--- src/rtl/uart_tx_dual.sv ---
// Dual-rate 8N1/8N2 UART transmitter for the board serial link.
// Command bytes go out at the fast command rate, picture bytes at the slow
// picture rate; the mode input picks which source may start the next frame.
// Rate and source are latched at accept and held for the whole frame.
module uart_tx_dual #(
    parameter int unsigned CMD_CLKS_PER_BIT = 52,
    parameter int unsigned PIC_CLKS_PER_BIT = 1250,
    parameter int unsigned STOP_BITS        = 1
) (
    input  logic       clock_system,
    input  logic       rstn,
    input  logic       mode,
    input  logic       cmd_valid,
    input  logic [7:0] cmd_data,
    output logic       cmd_ready,
    input  logic       pic_valid,
    input  logic [7:0] pic_data,
    output logic       pic_ready,
    output logic       tx,
    output logic       busy,
    output logic       tx_done,
    output logic       frame_mode
);

    localparam int unsigned CNT_W  = 16;
    localparam int unsigned BIT_W  = 3;
    localparam int unsigned DATA_W = 8;

    // Last baud count of one bit period, and of the whole stop period
    localparam logic [CNT_W-1:0] CMD_BIT_LAST  = CNT_W'(CMD_CLKS_PER_BIT - 1);
    localparam logic [CNT_W-1:0] PIC_BIT_LAST  = CNT_W'(PIC_CLKS_PER_BIT - 1);
    localparam logic [CNT_W-1:0] CMD_STOP_LAST = CNT_W'(STOP_BITS * CMD_CLKS_PER_BIT - 1);
    localparam logic [CNT_W-1:0] PIC_STOP_LAST = CNT_W'(STOP_BITS * PIC_CLKS_PER_BIT - 1);
    localparam logic [BIT_W-1:0] LAST_DATA_BIT = BIT_W'(DATA_W - 1);

    typedef enum logic [1:0] {
        S_IDLE  = 2'd0,
        S_START = 2'd1,
        S_DATA  = 2'd2,
        S_STOP  = 2'd3
    } state_e;

    state_e              state_q, state_d;
    logic [CNT_W-1:0]    baud_cnt_q, baud_cnt_d;
    logic [BIT_W-1:0]    bit_cnt_q, bit_cnt_d;
    logic [DATA_W-1:0]   shift_q, shift_d;
    logic                tx_q, tx_d;
    logic                done_q, done_d;
    logic                fmode_q, fmode_d;

    logic                idle_c;
    logic                accept_c;
    logic                bit_end_c;
    logic                stop_end_c;
    logic [CNT_W-1:0]    bit_last_c;
    logic [CNT_W-1:0]    stop_last_c;

    // Handshake and bit-period boundaries for the rate latched with the frame
    always_comb begin
        idle_c      = (state_q == S_IDLE);
        cmd_ready   = idle_c & ~mode;
        pic_ready   = idle_c & mode;
        accept_c    = (cmd_ready & cmd_valid) | (pic_ready & pic_valid);
        bit_last_c  = fmode_q ? PIC_BIT_LAST : CMD_BIT_LAST;
        stop_last_c = fmode_q ? PIC_STOP_LAST : CMD_STOP_LAST;
        bit_end_c   = (baud_cnt_q == bit_last_c);
        stop_end_c  = (baud_cnt_q == stop_last_c);
    end

    // Frame sequencing: next state, counters and next tx level
    always_comb begin
        state_d    = state_q;
        baud_cnt_d = baud_cnt_q + CNT_W'(1);
        bit_cnt_d  = bit_cnt_q;
        shift_d    = shift_q;
        tx_d       = tx_q;
        done_d     = 1'b0;
        fmode_d    = fmode_q;

        case (state_q)
            S_IDLE: begin
                baud_cnt_d = '0;
                tx_d       = 1'b1;
                if (accept_c) begin
                    state_d   = S_START;
                    tx_d      = 1'b0;
                    bit_cnt_d = '0;
                    shift_d   = mode ? pic_data : cmd_data;
                    fmode_d   = mode;
                end
            end
            S_START: begin
                if (bit_end_c) begin
                    state_d    = S_DATA;
                    baud_cnt_d = '0;
                    tx_d       = shift_q[0];
                end
            end
            S_DATA: begin
                if (bit_end_c) begin
                    baud_cnt_d = '0;
                    if (bit_cnt_q == LAST_DATA_BIT) begin
                        state_d = S_STOP;
                        tx_d    = 1'b1;
                    end else begin
                        bit_cnt_d = bit_cnt_q + BIT_W'(1);
                        tx_d      = shift_q[bit_cnt_d];
                    end
                end
            end
            S_STOP: begin
                // Stop period is counted as one run of STOP_BITS bit times
                if (stop_end_c) begin
                    state_d    = S_IDLE;
                    baud_cnt_d = '0;
                    done_d     = 1'b1;
                end
            end
            default: begin
                state_d    = S_IDLE;
                baud_cnt_d = '0;
                tx_d       = 1'b1;
            end
        endcase
    end

    // State and output registers; reset drops any frame in flight
    always_ff @(posedge clock_system or negedge rstn) begin
        if (!rstn) begin
            state_q    <= S_IDLE;
            baud_cnt_q <= '0;
            bit_cnt_q  <= '0;
            shift_q    <= '0;
            tx_q       <= 1'b1;
            done_q     <= 1'b0;
            fmode_q    <= 1'b0;
        end else begin
            state_q    <= state_d;
            baud_cnt_q <= baud_cnt_d;
            bit_cnt_q  <= bit_cnt_d;
            shift_q    <= shift_d;
            tx_q       <= tx_d;
            done_q     <= done_d;
            fmode_q    <= fmode_d;
        end
    end

    assign tx         = tx_q;
    assign busy       = (state_q != S_IDLE);
    assign tx_done    = done_q;
    assign frame_mode = fmode_q;

endmodule

--- config.mk ---
export PLATFORM = sky130hd
export DESIGN_NAME = uart_tx_dual
export DESIGN_NICKNAME = d
export VERILOG_FILES = /design/src/rtl/uart_tx_dual.sv
export SDC_FILE = /design/constraint.sdc
export NUM_CORES = 1
export LEC_CHECK = 0
export ABC_AREA = 1
export CORE_ASPECT_RATIO = 1.1
export CORE_MARGIN = 4
export CORE_UTILIZATION = 54
export DETAILED_ROUTE_END_ITERATION = 10
export GPL_ROUTABILITY_DRIVEN = 0
export PLACE_DENSITY = 0.85
export SYNTH_ARGS = -nofsm -noshare
export SYNTH_HDL_FRONTEND = slang
export SYNTH_SLANG_ARGS = --single-unit
--- constraint.sdc ---
create_clock -name clock_system -period 2 [get_ports clock_system]
set_input_delay 0.2 -clock clock_system [delete_from_list [all_inputs] [get_ports clock_system]]
set_output_delay 0.2 -clock clock_system [all_outputs]
set_load 0.05 [all_outputs]
=== After elaboration in Yosys (flattened, before gate mapping) ===
Index checks and enable logic that the tools add are counted.

* $add $sub $neg: 2
* Multiply operators: 0
* Div/mod/pow operators: 0
* Magnitude comparators: 1
* Eq/ne operators: 11
* Shifts and indexed selects: 0
* Mux-type cells: 23
* Bitwise gates (word level): 6
* Reduce and logical (&&, ||, !) cells: 9

{| class="wikitable"
|+ Operators by type and width
! cell !! number
|-
| $pmux 16 s2 || 1
|-
| $add 16x1->16 const B || 1
|-
| $eq 16x11->1 || 1
|-
| $mux 16 || 1
|-
| $mux 11 || 1
|-
| $mux 2 || 5
|-
| $ne 2x2->1 const B || 5
|-
| $mux 3 || 3
|-
| $mux 8 || 1
|-
| $pmux 2 s4 || 1
|-
| $mux 1 || 7
|-
| $pmux 3 s2 || 1
|-
| $reduce_and 5->1 || 1
|-
| $and 1x1->1 || 4
|-
| $eq 2x2->1 const B || 2
|-
| $lt 3x4->1 const B || 1
|-
| $reduce_and 4->1 || 1
|-
| $reduce_bool 2->1 || 2
|-
| $add 3x1->3 const B || 1
|-
| $bmux 1 s3 || 1
|-
| $eq 3x3->1 const B || 1
|-
| $pmux 1 s3 || 1
|-
| $reduce_and 3->1 || 1
|-
| $reduce_bool 3->1 || 1
|-
| 7 further kinds || 7
|}

* Register bits after elaboration: 32
* Bits in latches: 0
* RAM bits: 0
* Memory bits (read-only): 0
* Input port bits: 21
* Word-level logic and storage cells: 59
* Memories kept: 0

=== Longest topological paths before layout ===
Gate-level depths: netlist of run 1.

* Word-level depth: 6
* Mapped depth: 14

=== Worst setup path after synthesis of run 1 ===
OpenSTA, ideal clock, no wires.

* Path type: reg2reg
* From: reg state_q[0]
* To: reg bit_cnt_q[0]
* Setup time: 121 ps
* Arrival: 2,146 ps
* Path slack: -267 ps
* Cell stages (with the launch flop): 13
* Buffers on the path: 0
* Period minus slack after synthesis: 2,267 ps
* Cells stage by stage: dfrtp_1 inv_1 ha_1 inv_1 nor2_2 nand2_1 nand2_4 inv_4 nand2_2 nand2_1 o21bai_4 nand2_1 o21ai_2

* Longest elaborated chain between the ends: 6
* Elaborated cells between the ends (all ways): 13
* Classes of those cells: 4 x eq/ne; 1 x mux; 5 x bitwise; 3 x reduce/logical

{| class="wikitable"
|+ RTL lines
! what !! line !! text
|-
| start, declared || 43 || <nowiki>state_e state_q, state_d;</nowiki>
|-
| start signal, assigned || 138 || <nowiki>state_q <= state_d;</nowiki>
|-
| $logic_not 2->1 || 60 || <nowiki>idle_c = (state_q == S_IDLE);</nowiki>
|-
| $and 1x1->1 || 61 || <nowiki>cmd_ready = idle_c & ~mode;</nowiki>
|-
| via cmd_ready || 15 || <nowiki>output logic cmd_ready,</nowiki>
|-
| $and 1x1->1 || 63 || <nowiki>accept_c = (cmd_ready & cmd_valid) | (pic_ready & pic_valid);</nowiki>
|-
| $or 1x1->1 || 63 ||
|-
| $ne 2x1->1 (no line) || -- ||
|-
| $reduce_and 4->1 (no line) || -- ||
|-
| end signal, assigned || 140 || <nowiki>bit_cnt_q <= bit_cnt_d;</nowiki>
|-
| end, declared || 45 || <nowiki>logic [BIT_W-1:0] bit_cnt_q, bit_cnt_d;</nowiki>
|}

The timed path passes the listed nets, and every way through them passes these cells.
A chain may end at the register's enable or synchronous reset.

=== Final worst setup path of run 1 ===
* From: reg tx_q, in the netlist tx
* To: out tx

{| class="wikitable"
|+ RTL lines
! what !! line !! text
|-
| start, declared || 47 || <nowiki>logic tx_q, tx_d;</nowiki>
|-
| start signal, assigned || 142 || <nowiki>tx_q <= tx_d;</nowiki>
|-
| end, declared || 19 || <nowiki>output logic tx,</nowiki>
|}

No word-level cell between the ends.

==> reports/results.ini, run 1 <==
[timing]
hold_viol_final=0
relSlewSlack_pct=66.9
max_freq_ghz=0.536
fin_setup_tns_ns=0
fin_skew_ns=0.00798
period_share_pct=93.3
fin_ws_ns=0.134
holdWs_ns=0.259
final.min_clock_period_ns=1.87
slew_viol_final=0
rsz0062_at_grt=no
worst_pin_slew_ns=0.495
setup_viol=0

[clocking]
clock_sinks=32
clock_latency_ns=0.33
htreeDepth=2
cts_hold_buffers=0
clk_pin_slew_ns=0.10
clock_path_buffers=2
cts-root-buf=clkbuf_4
cts_made_buffers=5
tritoncts=built

[die]
start_util_pct=57.1
fp.dieH_um=70.7
die_area_mm2=0.00460
io_pins=27
rows=22
fp.dieW_um=65.0
core_area_mm2=0.00339

[setup_path]
cp_cell_sequence=clkdlybuf4s50_1
required_ns=1.80
crit_type=reg -> out
r2r_start=state_q[0]
end_kind=output port
critPathMaxFanout=2
path_buf_inv=1
startpoint_type=register
arrival_ns=1.67
crit_start=tx
critPathMaxStageDelay_ns=0.79
slowest_stage=clkdlybuf4s50_1
critical_path.top_delay_family=buffers and inverters

[logic_synthesis]
synth_cell_types=26
synth-seq-cells=32
syn_nets=285
synth.cell_area_mm2=0.00193
syn_inst=256
synth_area_per_cell_um2=7.55
yosys_warnings=0
ys_seq_area_share_pct=41.5

[route]
viasPerCell=5.03
route.detailed.drc=0
drt_pass1_iterations=4
post_drt_wl_per_cell_um=12.0
totalWireLength_um=4080
num_vias=1705
drtAntennaViolNets=0
drt-initial-drc-count=125

[final_layout]
final_common_cell=nand2_1
fillers=291
n_antenna_cell=0
multiInputGateArea_um2=970
layout_common_cells=nand2_1 (65), inv_1 (31), dfrtp_1 (31), nor2_1 (29), clkdlybuf4s50_1 (23)
regArea_um2=802
drive_above_1_share_pct=15.5
instances_no_fill=339
final_net_count=320
areaGrowthSynthToFinish_pct=23.0

[run]
drv_cap=0

[placed_design]
placed_cells=328
place_ws_ns=0.112
hpwl_um=3040
io_buffers=26

[grt]
grt_pass1_vias=1695
grt_pass1_wl_um=6810
grt_usage_pct=19.0
antenna_found_initial=0
grt-ovfl-total=0
grt_max_degree=33

[pwr]
power_density_mw_per_mm2=1200
leakagePower_uw=0.00112
peakVddDrop_v=0.000822
total_power_uw=2840

[status]
status=finished, final reports clean

[worst_hold_path]
hp-class=in -> async

per-layer routing:
layer	up-vias	wire, µm	global-route usage, %
met5	-	0	0
met4	0	63	6.91
met3	7	258	5.87
met2	58	2170	36.4
met1	774	1580	18.9
li1	866	-	-
sequential cells by signal (all words and copies together) (netlist names):
register and count:
baud_cnt_q 16, shift_q 8, bit_cnt_q 3, state_q 2
frame_mode 1, tx 1, tx_done 1
area by class of cell:
type	count	share of cell area, %
Timing Repair Buffer	33	13.9
Tap cell	48	2.53
Clock buffer	7	2.74
Sequential cell	32	33.8
Inverter	38	6.27
Multi-Input combinational cell	181	40.8
kinds of logic (layout without fill, tap and decap cells):
group,Yosys count,in the layout,synth area share [%]
AOI/OAI and AO/OA,32,32,9.59
xor gates and xnor gates,8,8,3.63
adders and majority gates,8,8,5.18
buffers and inverters,43,78,9.33
DFF,32,32,41.5
and+or+nand+nor,133,133,30.8
cells in the mapped netlist:
master	number	area, µm²
nand2_2	4	25.0
buf_6	2	22.5
nand4_1	3	18.8
o21ai_0	22	110
nor2_2	5	31.3
o21ai_2	3	26.3
nor3_2	2	20.0
nand3b_1	3	22.5
buf_2	1	5.00
nor3b_2	1	12.5
o21bai_4	1	18.8
nor3_1	5	25.0
or2_2	1	6.26
a21oi_1	6	30.0
inv_4	1	6.26
nor2_1	29	109
xor2_1	8	70.1
dfrtp_1	31	776
inv_1	34	128
nand2_1	66	248
inv_2	3	11.3
ha_1	8	100
dfstp_2	1	26.3
clkbuf_1	2	7.51
nand2_4	1	11.3
nand3_1	13	65.1
metrics by stage:
stage	utilization, %	area (µm²)
CTS	69.3	2350
floorplan	-	1960
finish	70.2	2380
global route	70.2	2380
global placement	67.4	2280
detailed placement	67.4	2280
report_power, final:
part / switching [µW] / internal, µW / leakage [µW] / total (µW)
clock: 218 / 199 / 0.0000374 / 417
sequential: 140 / 818 / 0.000421 / 958
combinational: 881 / 584 / 0.000664 / 1460
total: 1240 / 1600 / 0.00112 / 2840
timing repair:
action,4_1_cts,5_1_grt
resized for setup,0,0
endpoints found under the setup margin,0,5
setup buffers,0,4
final timing paths:
path,endpoint,slack [ns],depth (start not counted)
max in group asynchronous,tx,1.42,2
worst min-delay path,baud_cnt_q[6],0.26,2
min in group clock_system,shift_q[1],0.49,3
worst min register to register,shift_q[1],0.50,2
worst max register to register,bit_cnt_q[1],0.17,12
worst max-delay path,tx,0.13,1
Power figures use the tool's default switching activity.
==> run 2, diff against run 1 <==
--- a/config.mk
+++ b/config.mk
@@ -8,10 +8,11 @@
 export ABC_AREA = 1
 export CORE_ASPECT_RATIO = 1.1
 export CORE_MARGIN = 4
-export CORE_UTILIZATION = 54
+export CORE_UTILIZATION = 55
+export CTS_BUF_LIST = sky130_fd_sc_hd__clkbuf_4 sky130_fd_sc_hd__clkbuf_8
 export DETAILED_ROUTE_END_ITERATION = 10
 export GPL_ROUTABILITY_DRIVEN = 0
-export PLACE_DENSITY = 0.85
+export PLACE_DENSITY = 0.86
 export SYNTH_ARGS = -nofsm -noshare
 export SYNTH_HDL_FRONTEND = slang
 export SYNTH_SLANG_ARGS = --single-unit
==> run 2 against run 1 <==
  * Register-to-register slack about the same
  * Largest power group unchanged
  * Die area down 1.6%
  * Wire length down 6.1%
  * Critical path depth unchanged
==> reports/results.ini, run 2 (same netlist as run 1, synthesis figures left out) <==
[setup_path]
cp_cell_sequence=clkdlybuf4s50_1
end_kind=output port
required_ns=1.80  ; about the same
crit_type=reg -> out
path_buf_inv=1  ; unchanged
critical_path.top_delay_family=buffers and inverters
arrival_ns=1.67  ; about the same
critPathMaxStageDelay_ns=0.79  ; about the same
startpoint_type=register
critPathMaxFanout=2  ; unchanged
slowest_stage=clkdlybuf4s50_1

[clocking]
clock_sinks=32  ; unchanged
htreeDepth=2  ; unchanged
clock_latency_ns=0.34  ; about the same
cts-root-buf=clkbuf_4
cts_made_buffers=5  ; unchanged
postCtsSetupBuffers=0  ; unchanged
cts_hold_buffers=0  ; unchanged
clk_pin_slew_ns=0.10  ; about the same
tritoncts=built
clock_path_buffers=2  ; unchanged
cts_resized=0  ; unchanged

[timing]
fin_ws_ns=0.131  ; -0.00294 ns
setup_viol=0  ; unchanged
rsz0062_at_grt=no
fin_skew_ns=0.00611  ; -0.00187 ns
period_share_pct=93.5  ; +0.15 points
hold_viol_final=0  ; unchanged
worst_pin_slew_ns=0.491  ; -0.00433 ns
slew_viol_final=0  ; unchanged
final.min_clock_period_ns=1.87  ; +0.00294 ns
relSlewSlack_pct=67.2  ; +0.29 points
max_freq_ghz=0.535  ; -0.16%
fin_setup_tns_ns=0  ; unchanged

[pwr]
net-switching-power_uw=1190  ; -4.3%
sw_frac_of_total_pct=42.5  ; -1.2 points
power_density_mw_per_mm2=1180  ; -1.4%
leakagePower_uw=0.00112  ; -0.49%
seqPwrFrac_pct=34.0  ; +0.3 points
p_comb_share_pct=51.2  ; -0.4 points
clkPwrFrac_pct=14.8  ; about the same
p_int_uw=1610  ; +0.38%
peakVddDrop_v=0.000533  ; -35%

[route]
drt-initial-drc-count=150  ; +20%
drtAntennaViolNets=0  ; unchanged
num_vias=1657  ; -2.8%
drt_pass1_iterations=4  ; unchanged
route.detailed.drc=0  ; unchanged
totalWireLength_um=3830  ; -6.1%
viasPerCell=4.90  ; -2.5%
post_drt_wl_per_cell_um=11.3  ; -5.9%

[final_layout]
n_antenna_cell=0  ; unchanged
largest_register=baud_cnt_q
largest_register_ffs=16  ; unchanged
final_common_cell=nand2_1
fillers=284  ; -2.4%
drive_above_1_share_pct=15.2  ; -0.29 points
final_net_count=319  ; -0.31%
layout_common_cells=nand2_1 (65), inv_1 (31), dfrtp_1 (31), nor2_1 (29), clkdlybuf4s50_1 (23)
top_regs=baud_cnt_q: 16 flops, shift_q: 8 flops, bit_cnt_q: 3 flops
instances_no_fill=338  ; -0.29%
areaGrowthSynthToFinish_pct=22.6
final_core_util_pct=70.5  ; +0.35 points

[die]
die_area_mm2=0.00453  ; -1.6%
io_pins=27  ; unchanged
rows=22  ; unchanged
start_util_pct=57.5  ; +0.47 points
fp.dieW_um=64.5  ; -0.81%
core_area_mm2=0.00336  ; -0.81%
fp.dieH_um=70.2  ; -0.81%

[grt]
grt_pass1_vias=1539  ; -9.2%
grt-ovfl-total=0  ; unchanged
grt_usage_pct=19.0  ; about the same
grt_pass1_wl_um=6650  ; -2.3%
antenna_found_initial=0  ; unchanged
grt_max_degree=33  ; unchanged

[placed_design]
place_ws_ns=0.129  ; +0.0170 ns
io_buffers=26  ; unchanged
hpwl_um=2960  ; -2.7%
placed_cells=327  ; -0.30%

[worst_hold_path]
hp-class=in -> async

[run]
drv_cap=0  ; unchanged

[status]
status=finished, final reports clean

## run 2: routing by layer
layer	global-route usage (%)	up-vias	part of all wire (%)
li1	-	868	-
met1	23.6	740	46
met2	30.8	43	46
met3	6.43	6	6.2
met4	6.34	0	1.5
met5	0	-	0
## run 2: layout make-up
class                   instances  area (µm²)  area share, %
clock buffers                   7        65.1           2.75
inverters                      38         149           6.29
repair buffers                 32         323           13.6
flip-flops and latches         32         802           33.9
well taps                      48        60.1           2.54
multi-input cells             181         970           40.9
## run 2: worst register-to-register path, delay by kind of cell, from the launching register on
kind / cells / cell delay [ns]
compound gates: 2 / 0.25
fa+ha+maj: 1 / 0.21
buf+inv: 3 / 0.32
flops: 1 / 0.43
simple gates: 6 / 0.53
## run 2: power by group through the flow
stage	Clock [µW]	Combinational (µW)	Sequential [µW]
global placement	0	1340	957
global route	457	1600	979
floorplan	0	971	1000
detailed placement	0	1370	962
finish	414	1430	950
CTS	425	1370	949
## run 2: worst paths after layout
path | startpoint | endpoint | slack (ns) | cells past startpoint
min | rstn | baud_cnt_q[14] | 0.24 | 2
max in group asynchronous | rstn | tx | 1.42 | 2
min in group clock_system | cmd_data[0] | shift_q[0] | 0.49 | 3
min reg2reg | shift_q[4] | shift_q[4] | 0.49 | 2
max reg2reg | state_q[0] | bit_cnt_q[2] | 0.16 | 12
max | tx | tx | 0.13 | 1
## run 2: metrics by stage
| stage | power (µW) | hold WS [ns] | instance area (µm²) |
|---|---|---|---|
| after floorplan | 1970 | -0.0956 | 1960 |
| after global placement | 2300 | 0.469 | 2270 |
| after detailed placement | 2330 | 0.474 | 2270 |
| after CTS | 2750 | 0.262 | 2340 |
| after global routing | 3030 | 0.279 | 2370 |
| final | 2790 | 0.244 | 2370 |
